**src/rtl/alu_logical_pkg.sv**
```systemverilog
// Shared definitions for the alu_logical arbiter: opcode encodings, FSM state
// encoding, the ALU control bundle and the opcode decoder.
package alu_logical_pkg;

  localparam int OPW_C = 3;

  localparam logic [OPW_C-1:0] OP_AND  = 3'b000;
  localparam logic [OPW_C-1:0] OP_OR   = 3'b001;
  localparam logic [OPW_C-1:0] OP_NAND = 3'b010;
  localparam logic [OPW_C-1:0] OP_NOR  = 3'b011;
  localparam logic [OPW_C-1:0] OP_ZERO = 3'b100;
  localparam logic [OPW_C-1:0] OP_ONES = 3'b101;

  typedef enum logic [1:0] {
    S_IDLE = 2'd0,
    S_EXEC = 2'd1,
    S_RESP = 2'd2
  } state_t;

  // Bit order matches the ALU control pins {andl, orl, zero, inv}.
  typedef struct packed {
    logic andl;
    logic orl;
    logic zero;
    logic inv;
  } ctrl_t;

  // Reserved opcodes (11x) have no ALU meaning.
  function automatic logic op_reserved(input logic [OPW_C-1:0] op);
    return op[2] & op[1];
  endfunction

  // Reserved opcodes decode to all controls low.
  function automatic ctrl_t op_decode(input logic [OPW_C-1:0] op);
    ctrl_t c;
    c = '0;
    case (op)
      OP_AND:  c.andl = 1'b1;
      OP_OR:   c.orl  = 1'b1;
      OP_NAND: begin c.andl = 1'b1; c.inv = 1'b1; end
      OP_NOR:  begin c.orl  = 1'b1; c.inv = 1'b1; end
      OP_ZERO: c.zero = 1'b1;
      OP_ONES: begin c.zero = 1'b1; c.inv = 1'b1; end
      default: c = '0;
    endcase
    return c;
  endfunction

endpackage

```
**src/rtl/rr_arb2.sv**
```systemverilog
// Two-way round-robin arbiter.
//   clk, rst : clock, async active-high reset
//   req[1:0] : request lines
//   take     : arbitration enabled this cycle (grant may be issued)
//   gnt[1:0] : one-hot grant, only while take is high
//   id       : index of the requester that would win
// last_grant resets to 1 so requester 0 wins the first contested round.
module rr_arb2 (
  input  logic       clk,
  input  logic       rst,
  input  logic [1:0] req,
  input  logic       take,
  output logic [1:0] gnt,
  output logic       id
);

  logic last_grant;

  always_comb begin
    id = 1'b0;
    if (req == 2'b11) id = ~last_grant;
    else if (req[1])  id = 1'b1;
  end

  // Masking with req keeps gnt at 0 when nobody asks.
  assign gnt = take ? ((id ? 2'b10 : 2'b01) & req) : 2'b00;

  always_ff @(posedge clk or posedge rst) begin
    if (rst)        last_grant <= 1'b1;
    else if (|gnt)  last_grant <= id;
  end

endmodule

```
**src/rtl/alu_logical_arbiter.sv**
```systemverilog
// Shares one combinational alu_logical unit between two requesters.
//   r0_*/r1_*  : command channels (valid/ready handshake, op, a, b)
//   rsp_*      : registered response (valid/ready, data, owner id, reserved-op flag)
//   alu_*      : operands and control selects to the ALU; alu_f is its result
//   busy       : high whenever the FSM is not idle
// A command is accepted in IDLE, drives the ALU for one EXEC cycle, and the
// result is held in RESP until the consumer takes it.
module alu_logical_arbiter
  import alu_logical_pkg::*;
#(
  parameter int WIDTH = 8,
  parameter int OPW   = OPW_C
) (
  input  logic             clk,
  input  logic             rst,
  input  logic             r0_valid,
  output logic             r0_ready,
  input  logic [OPW-1:0]   r0_op,
  input  logic [WIDTH-1:0] r0_a,
  input  logic [WIDTH-1:0] r0_b,
  input  logic             r1_valid,
  output logic             r1_ready,
  input  logic [OPW-1:0]   r1_op,
  input  logic [WIDTH-1:0] r1_a,
  input  logic [WIDTH-1:0] r1_b,
  output logic             rsp_valid,
  input  logic             rsp_ready,
  output logic [WIDTH-1:0] rsp_data,
  output logic             rsp_id,
  output logic             rsp_err,
  output logic [WIDTH-1:0] alu_a,
  output logic [WIDTH-1:0] alu_b,
  output logic             alu_andl,
  output logic             alu_orl,
  output logic             alu_zero,
  output logic             alu_inv,
  input  logic [WIDTH-1:0] alu_f,
  output logic             busy
);

  state_t           state;
  ctrl_t            ctrl;
  logic             id_q;
  logic             err_q;
  logic [1:0]       gnt;
  logic             win_id;
  logic             take;
  logic [OPW-1:0]   win_op;
  logic [WIDTH-1:0] win_a;
  logic [WIDTH-1:0] win_b;

  // Readys are combinational; gating with rst keeps them low during reset.
  assign take = (state == S_IDLE) && !rst;

  rr_arb2 u_arb (
    .clk  (clk),
    .rst  (rst),
    .req  ({r1_valid, r0_valid}),
    .take (take),
    .gnt  (gnt),
    .id   (win_id)
  );

  assign r0_ready = gnt[0];
  assign r1_ready = gnt[1];

  assign win_op = win_id ? r1_op : r0_op;
  assign win_a  = win_id ? r1_a  : r0_a;
  assign win_b  = win_id ? r1_b  : r0_b;

  assign {alu_andl, alu_orl, alu_zero, alu_inv} = ctrl;

  always_ff @(posedge clk or posedge rst) begin
    if (rst) begin
      state     <= S_IDLE;
      ctrl      <= '0;
      id_q      <= 1'b0;
      err_q     <= 1'b0;
      alu_a     <= '0;
      alu_b     <= '0;
      rsp_valid <= 1'b0;
      rsp_data  <= '0;
      rsp_id    <= 1'b0;
      rsp_err   <= 1'b0;
      busy      <= 1'b0;
    end else begin
      case (state)
        S_IDLE: begin
          if (|gnt) begin
            // alu_a/alu_b double as the operand latch.
            alu_a <= win_a;
            alu_b <= win_b;
            ctrl  <= op_decode(win_op);
            err_q <= op_reserved(win_op);
            id_q  <= win_id;
            busy  <= 1'b1;
            state <= S_EXEC;
          end
        end
        S_EXEC: begin
          rsp_data  <= err_q ? '0 : alu_f;
          rsp_id    <= id_q;
          rsp_err   <= err_q;
          rsp_valid <= 1'b1;
          ctrl      <= '0;
          state     <= S_RESP;
        end
        S_RESP: begin
          if (rsp_ready) begin
            rsp_valid <= 1'b0;
            busy      <= 1'b0;
            state     <= S_IDLE;
          end
        end
        default: state <= S_IDLE;
      endcase
    end
  end

endmodule

```
**config.mk**
```make
export PLATFORM = sky130hd
export DESIGN_NAME = alu_logical_arbiter
export DESIGN_NICKNAME = d
export VERILOG_FILES = /design/src/rtl/alu_logical_pkg.sv /design/src/rtl/rr_arb2.sv /design/src/rtl/alu_logical_arbiter.sv
export SDC_FILE = /design/constraint.sdc
export NUM_CORES = 1
export LEC_CHECK = 0
export CORE_UTILIZATION = 44
export CTS_CLUSTER_SIZE = 28
export DETAILED_ROUTE_END_ITERATION = 7
export PLACE_DENSITY = 0.9
export SYNTH_ARGS = -nofsm -noshare
export SYNTH_HDL_FRONTEND = slang
export SYNTH_SLANG_ARGS = --single-unit
```
**constraint.sdc**
```tcl
create_clock -name clk -period 2.6 [get_ports clk]
set_input_delay 0.52 -clock clk [delete_from_list [all_inputs] [get_ports clk]]
set_output_delay 0.52 -clock clk [all_outputs]
set_load 0.02 [all_outputs]
```
======== After elaboration in Yosys (flattened, before gate mapping) ========
Cells that the tools add are included.
storage, ports and cells
  flip-flop bits (word level) ............. 37
  input bits .............................. 51
  word-level logic and storage cells ...... 66
operators by class
  equality and inequality tests ........... 10
  mux-type cells .......................... 21
  bitwise logic cells ..................... 3
  reductions and logical operators ........ 17
operators by type and width
  operator              number
  $mux W8               3
  $mux W1               8
  $mux W2               4
  $pmux W4 S2           1
  $reduce_and A2 Y1     4
  $reduce_or A2 Y1      4
  $eq A3 B2 Y1 const B  2
  $eq A3 B3 Y1 const B  2
  $pmux W2 S3           1
  $reduce_bool A2 Y1    3
  $eq A2 B2 Y1 const B  2
  $mux W4               1
  $pmux W1 S2           2
  $eq A3 B1 Y1 const B  1
  $logic_not A3 Y1      1
  $mux W3               1
  $reduce_and A3 Y1     1
  $reduce_or A3 Y1      1
  $and A2 B2 Y2         1
  $eq A2 B1 Y1 const B  1
  $logic_not A2 Y1      1
  $ne A2 B1 Y1 const B  1
  $ne A2 B2 Y1 const B  1
  $and A1 B1 Y1         1
  other kinds (3)       3

======== Logic depth before layout (Yosys ltp) ========
  depth in word-level cells ............... 8
  gate-level depth with buffers ........... 4
  mapped depth without buffers ............ 4

======== Hierarchy ========
From an unflattened synthesis, not the netlist that was laid out.
second synthesis, totals
  cells, all modules ...................... 144
  area total of the unflattened synthesis .. 1766.7 sq um
modules (own cells, without submodules)
  module               times used  cells each  area an instance (sq um)  seq. area each (sq um)
  alu_logical_arbiter  1           135         1695.4                    900.9
  rr_arb2              1           9           71.3                      26.3

======== Least setup slack after synthesis ========
OpenSTA, ideal clock, no wires.
  path kind ............................... in2out
  from .................................... input port r1_valid
  to ...................................... output port r0_ready
  arrival ................................. 1.137 ns
  path slack .............................. 0.943 ns
  stages .................................. 3
  buffers on the path ..................... 1
  path through ............................ a21boi_4 > buf_8 > nor2_1
between the ends
  longest elaborated chain between the ends .. 5
RTL lines
  what                                            line                          text
  start: declaration                              alu_logical_arbiter.sv:21     input logic r1_valid,
  $eq A2 B2 Y1 / $mux W1 (equally long branches)  rr_arb2.sv:21, rr_arb2.sv:22
  $mux W1 *                                       rr_arb2.sv:21                 if (req == 2'b11) id = ~last_grant;
  $mux W2 *                                       rr_arb2.sv:26                 assign gnt = take ? ((id ? 2'b10 : 2'b01) & req) : 2'b00;
  $and A2 B2 Y2 *                                 rr_arb2.sv:26
  $mux W2 *                                       rr_arb2.sv:26
  end: declaration                                alu_logical_arbiter.sv:17     output logic r0_ready,
Every way passes the cells marked *; elsewhere a longest branch is shown, timed or not.

======== Worst setup path after layout ========
  from .................................... input port rst
  to ...................................... output port r1_ready
between the ends
  longest elaborated chain between the ends .. 3
RTL lines
  what                        line                       text
  start: declaration          alu_logical_arbiter.sv:15  input logic rst,
  $logic_not A1 Y1 (no line)  -
  $logic_and A1 B1 Y1         alu_logical_arbiter.sv:53  assign take = (state == S_IDLE) && !rst;
  $mux W2                     rr_arb2.sv:26
  end: declaration            alu_logical_arbiter.sv:22  output logic r1_ready,
No other way between the ends.

==> results.toml <==
[outcome]
status = "finished clean"

[setup_path]
path_class = "primary input to output port"
reg2reg_from = "u_arb.last_grant"
r2r_end = "err_q"
worstSetupEndpoint = "r1_ready"
cp.required_ns = 2.08
r2r_slack_ns = 0.94
crit_start = "rst"
critPathLaunchType = "primary input"
crit_path_end_kind = "output port"
worst_r2r_path_depth = 4
crit_arrival_ns = 2.01
worstPathMaxFanout = 5

[cells_and_area]
fillerInstances = 301
diodes = 0
multi_input_area_um2 = 776
area_growth_pct = 54.2
drive_above_1_share_pct = 9.96
register_area_um2 = 927
finalNetCount = 301
stdcell_count = 299

[synthesis]
seq_area_frac_synth_pct = 51.5
synth_edf_count = 0
syn_inst = 165
async_reset_ff_share_pct = 100
yosysUniqueCellTypes = 36
syn_avg_cell_area_um2 = 10.9
syn-cell-area_um2 = 1800
syn-num-nets = 216
synth-warning-count = 0
yosys_most_used_dff = "dfrtp_1"
ys_seq_elements = 37

[timing]
fin_skew_ns = 0.00436
fmax_mhz = 395
relSlewSlack_pct = 48.0
tightest_slew_ns = 0.779
layout_setup_ws_ns = 0.0705
tns_ns = 0
rsz0062_at_grt = "no"
period_minus_slack_ns = 2.53
drv_slew = 0
hold_viol = 0
post-route-period-util_pct = 97.3
setup_viol = 0
fin_hold_ws_ns = 0.481

[routing]
ant_nets = 0
drc = 0
drt_iter0_drc = 63
dr.pass1.iters = 4
vias_per_cell = 5.13
routedWlPerCell_um = 13.9
vias = 1534
wirelength_mm = 4.15

[min_path]
min_path_type = "flip-flop to flip-flop"

[die]
fp.dieW_um = 65.9
dieArea_um2 = 4350
die_h_um = 65.9
io_pins = 85
core_um2 = 3800
floorplan.initialDensity_pct = 47.4
rows = 22

[cts]
cts_max_path_buffers = 2
cts_tree = "built"
post_cts_buffers = 0
root_buffer = "clkbuf_8"
ctsHtreeMaxLevel = 2
numCtsBuffers = 5
clock_sinks = 37
path_clk_slew_ns = 0.07
clk_latency_ns = 0.29

[global_route]
grt_pass1_vias = 1517
antenna_found_initial = 0
grt_max_degree = 38
grt_use_met1_pct = 23.6
overflow = 0
met3_usage_pct = 6.72
grt_pass1_wl_mm = 6.86
grt_use_total_pct = 21.2
met2_usage_pct = 37.8
busiest_layer = "met2"

[power_and_ir_drop]
power_density_nw_per_um2 = 990
peakVddDrop_v = 0.000434
p_leak_nw = 1.20

[flow_run]
drv_cap = 0

[placement]
hpwl_mm = 3.11
gp_congestion = 0.838
io_buffers = 84
dp_slack_ns = 0.0406
dp.cells = 291
metrics by stage:
stage / utilization, % / instance area (um2) / power (mW)
2_1_floorplan: - / 1800 / 1.65
3_3_place_gp: 69.9 / 2660 / 2.22
3_5_place_dp: 69.9 / 2660 / 2.26
4_1_cts: 73.0 / 2770 / 2.77
5_1_grt: 73.1 / 2780 / 2.92
6_report: 73.1 / 2780 / 2.75
state kept, by name (all words and copies together) (netlist names), 2 cells and up:
register and count:
alu_a 8, alu_b 8, rsp_data 8, state 2
Yosys cell counts (2+ instances only):
cell type / count / area share (%)
dfrtp_1: 36 / 50
nand2b_1: 11 / 3.8
o31ai_1: 3 / 1.3
a21oi_1: 3 / 0.83
mux2_2: 4 / 2.5
nand2_1: 11 / 2.3
nor2_1: 2 / 0.42
o21ai_0: 40 / 11
clkbuf_1: 3 / 0.63
inv_1: 4 / 0.83
o211ai_1: 3 / 1.3
o21ai_1: 2 / 0.56
buf_2: 3 / 0.83
mux2i_1: 18 / 10
metal layers:
layer  part of all wire [%]  wire length (um)
met5                      0                 0
met2                     50              2090
met3                    8.0               333
met1                     40              1660
met4                    1.6                66
logic make-up (layout without fill, tap and decap cells):
logic type	Yosys count	in the layout	synth area share, %
compound gates	60	60	20.2
buf+inv	15	101	5.35
mux	23	23	13.4
simple gates	30	30	9.60
flops	37	37	51.5
worst min path at each step:
stage / start / endpoint / cells past startpoint
detailed placement: rsp_data[3] / rsp_data[3] / 2
global route: rsp_data[3] / rsp_data[3] / 2
finish: rsp_data[3] / rsp_data[3] / 2
floorplan: id_q / id_q / 1
CTS: rsp_data[3] / rsp_data[3] / 2
global placement: rsp_data[6] / rsp_data[6] / 2
report_power, final:
| group | internal (mW) | total (mW) | switching (mW) |
|---|---|---|---|
| sequential | 0.828 | 0.982 | 0.155 |
| clock | 0.313 | 0.506 | 0.194 |
| combinational | 0.637 | 1.26 | 0.622 |
| total | 1.78 | 2.75 | 0.970 |
what timing repair did:
item                                    in CTS  in global routing
hold buffers                                 0                  0
endpoints found under the setup margin       0                  1
resized for setup                            0                  1
hold endpoints to repair                     0                  0
layout by cell type (no fill, tap or decap), types with 2 or more instances in the layout:
master and n:
o21ai_1 2, nor2_1 2, nand2b_1 11, nand2_1 11, dfrtp_1 36, mux2i_1 18, inv_1 4, clkdlybuf4s50_1 83
o211ai_1 3, buf_4 5, mux2_2 4, a21oi_1 3, o21ai_0 40, clkbuf_8 6, o31ai_1 3
worst max-delay path, cell delays in order:
cell	delay, ns
clkdlybuf4s50_1	0.49
nor3_4	0.21
and2_2	0.19
clkdlybuf4s50_1	0.59
cell type report:
class | count | share of cell area, %
Multi-Input combinational cell | 113 | 28.0
Timing Repair Buffer | 89 | 31.7
Clock buffer | 7 | 3.11
Tap cell | 48 | 2.16
Inverter | 4 | 0.541
Sequential cell | 37 | 33.4
Clock inverter | 1 | 1.08
Note: power is estimated with default switching activity, not from simulation.
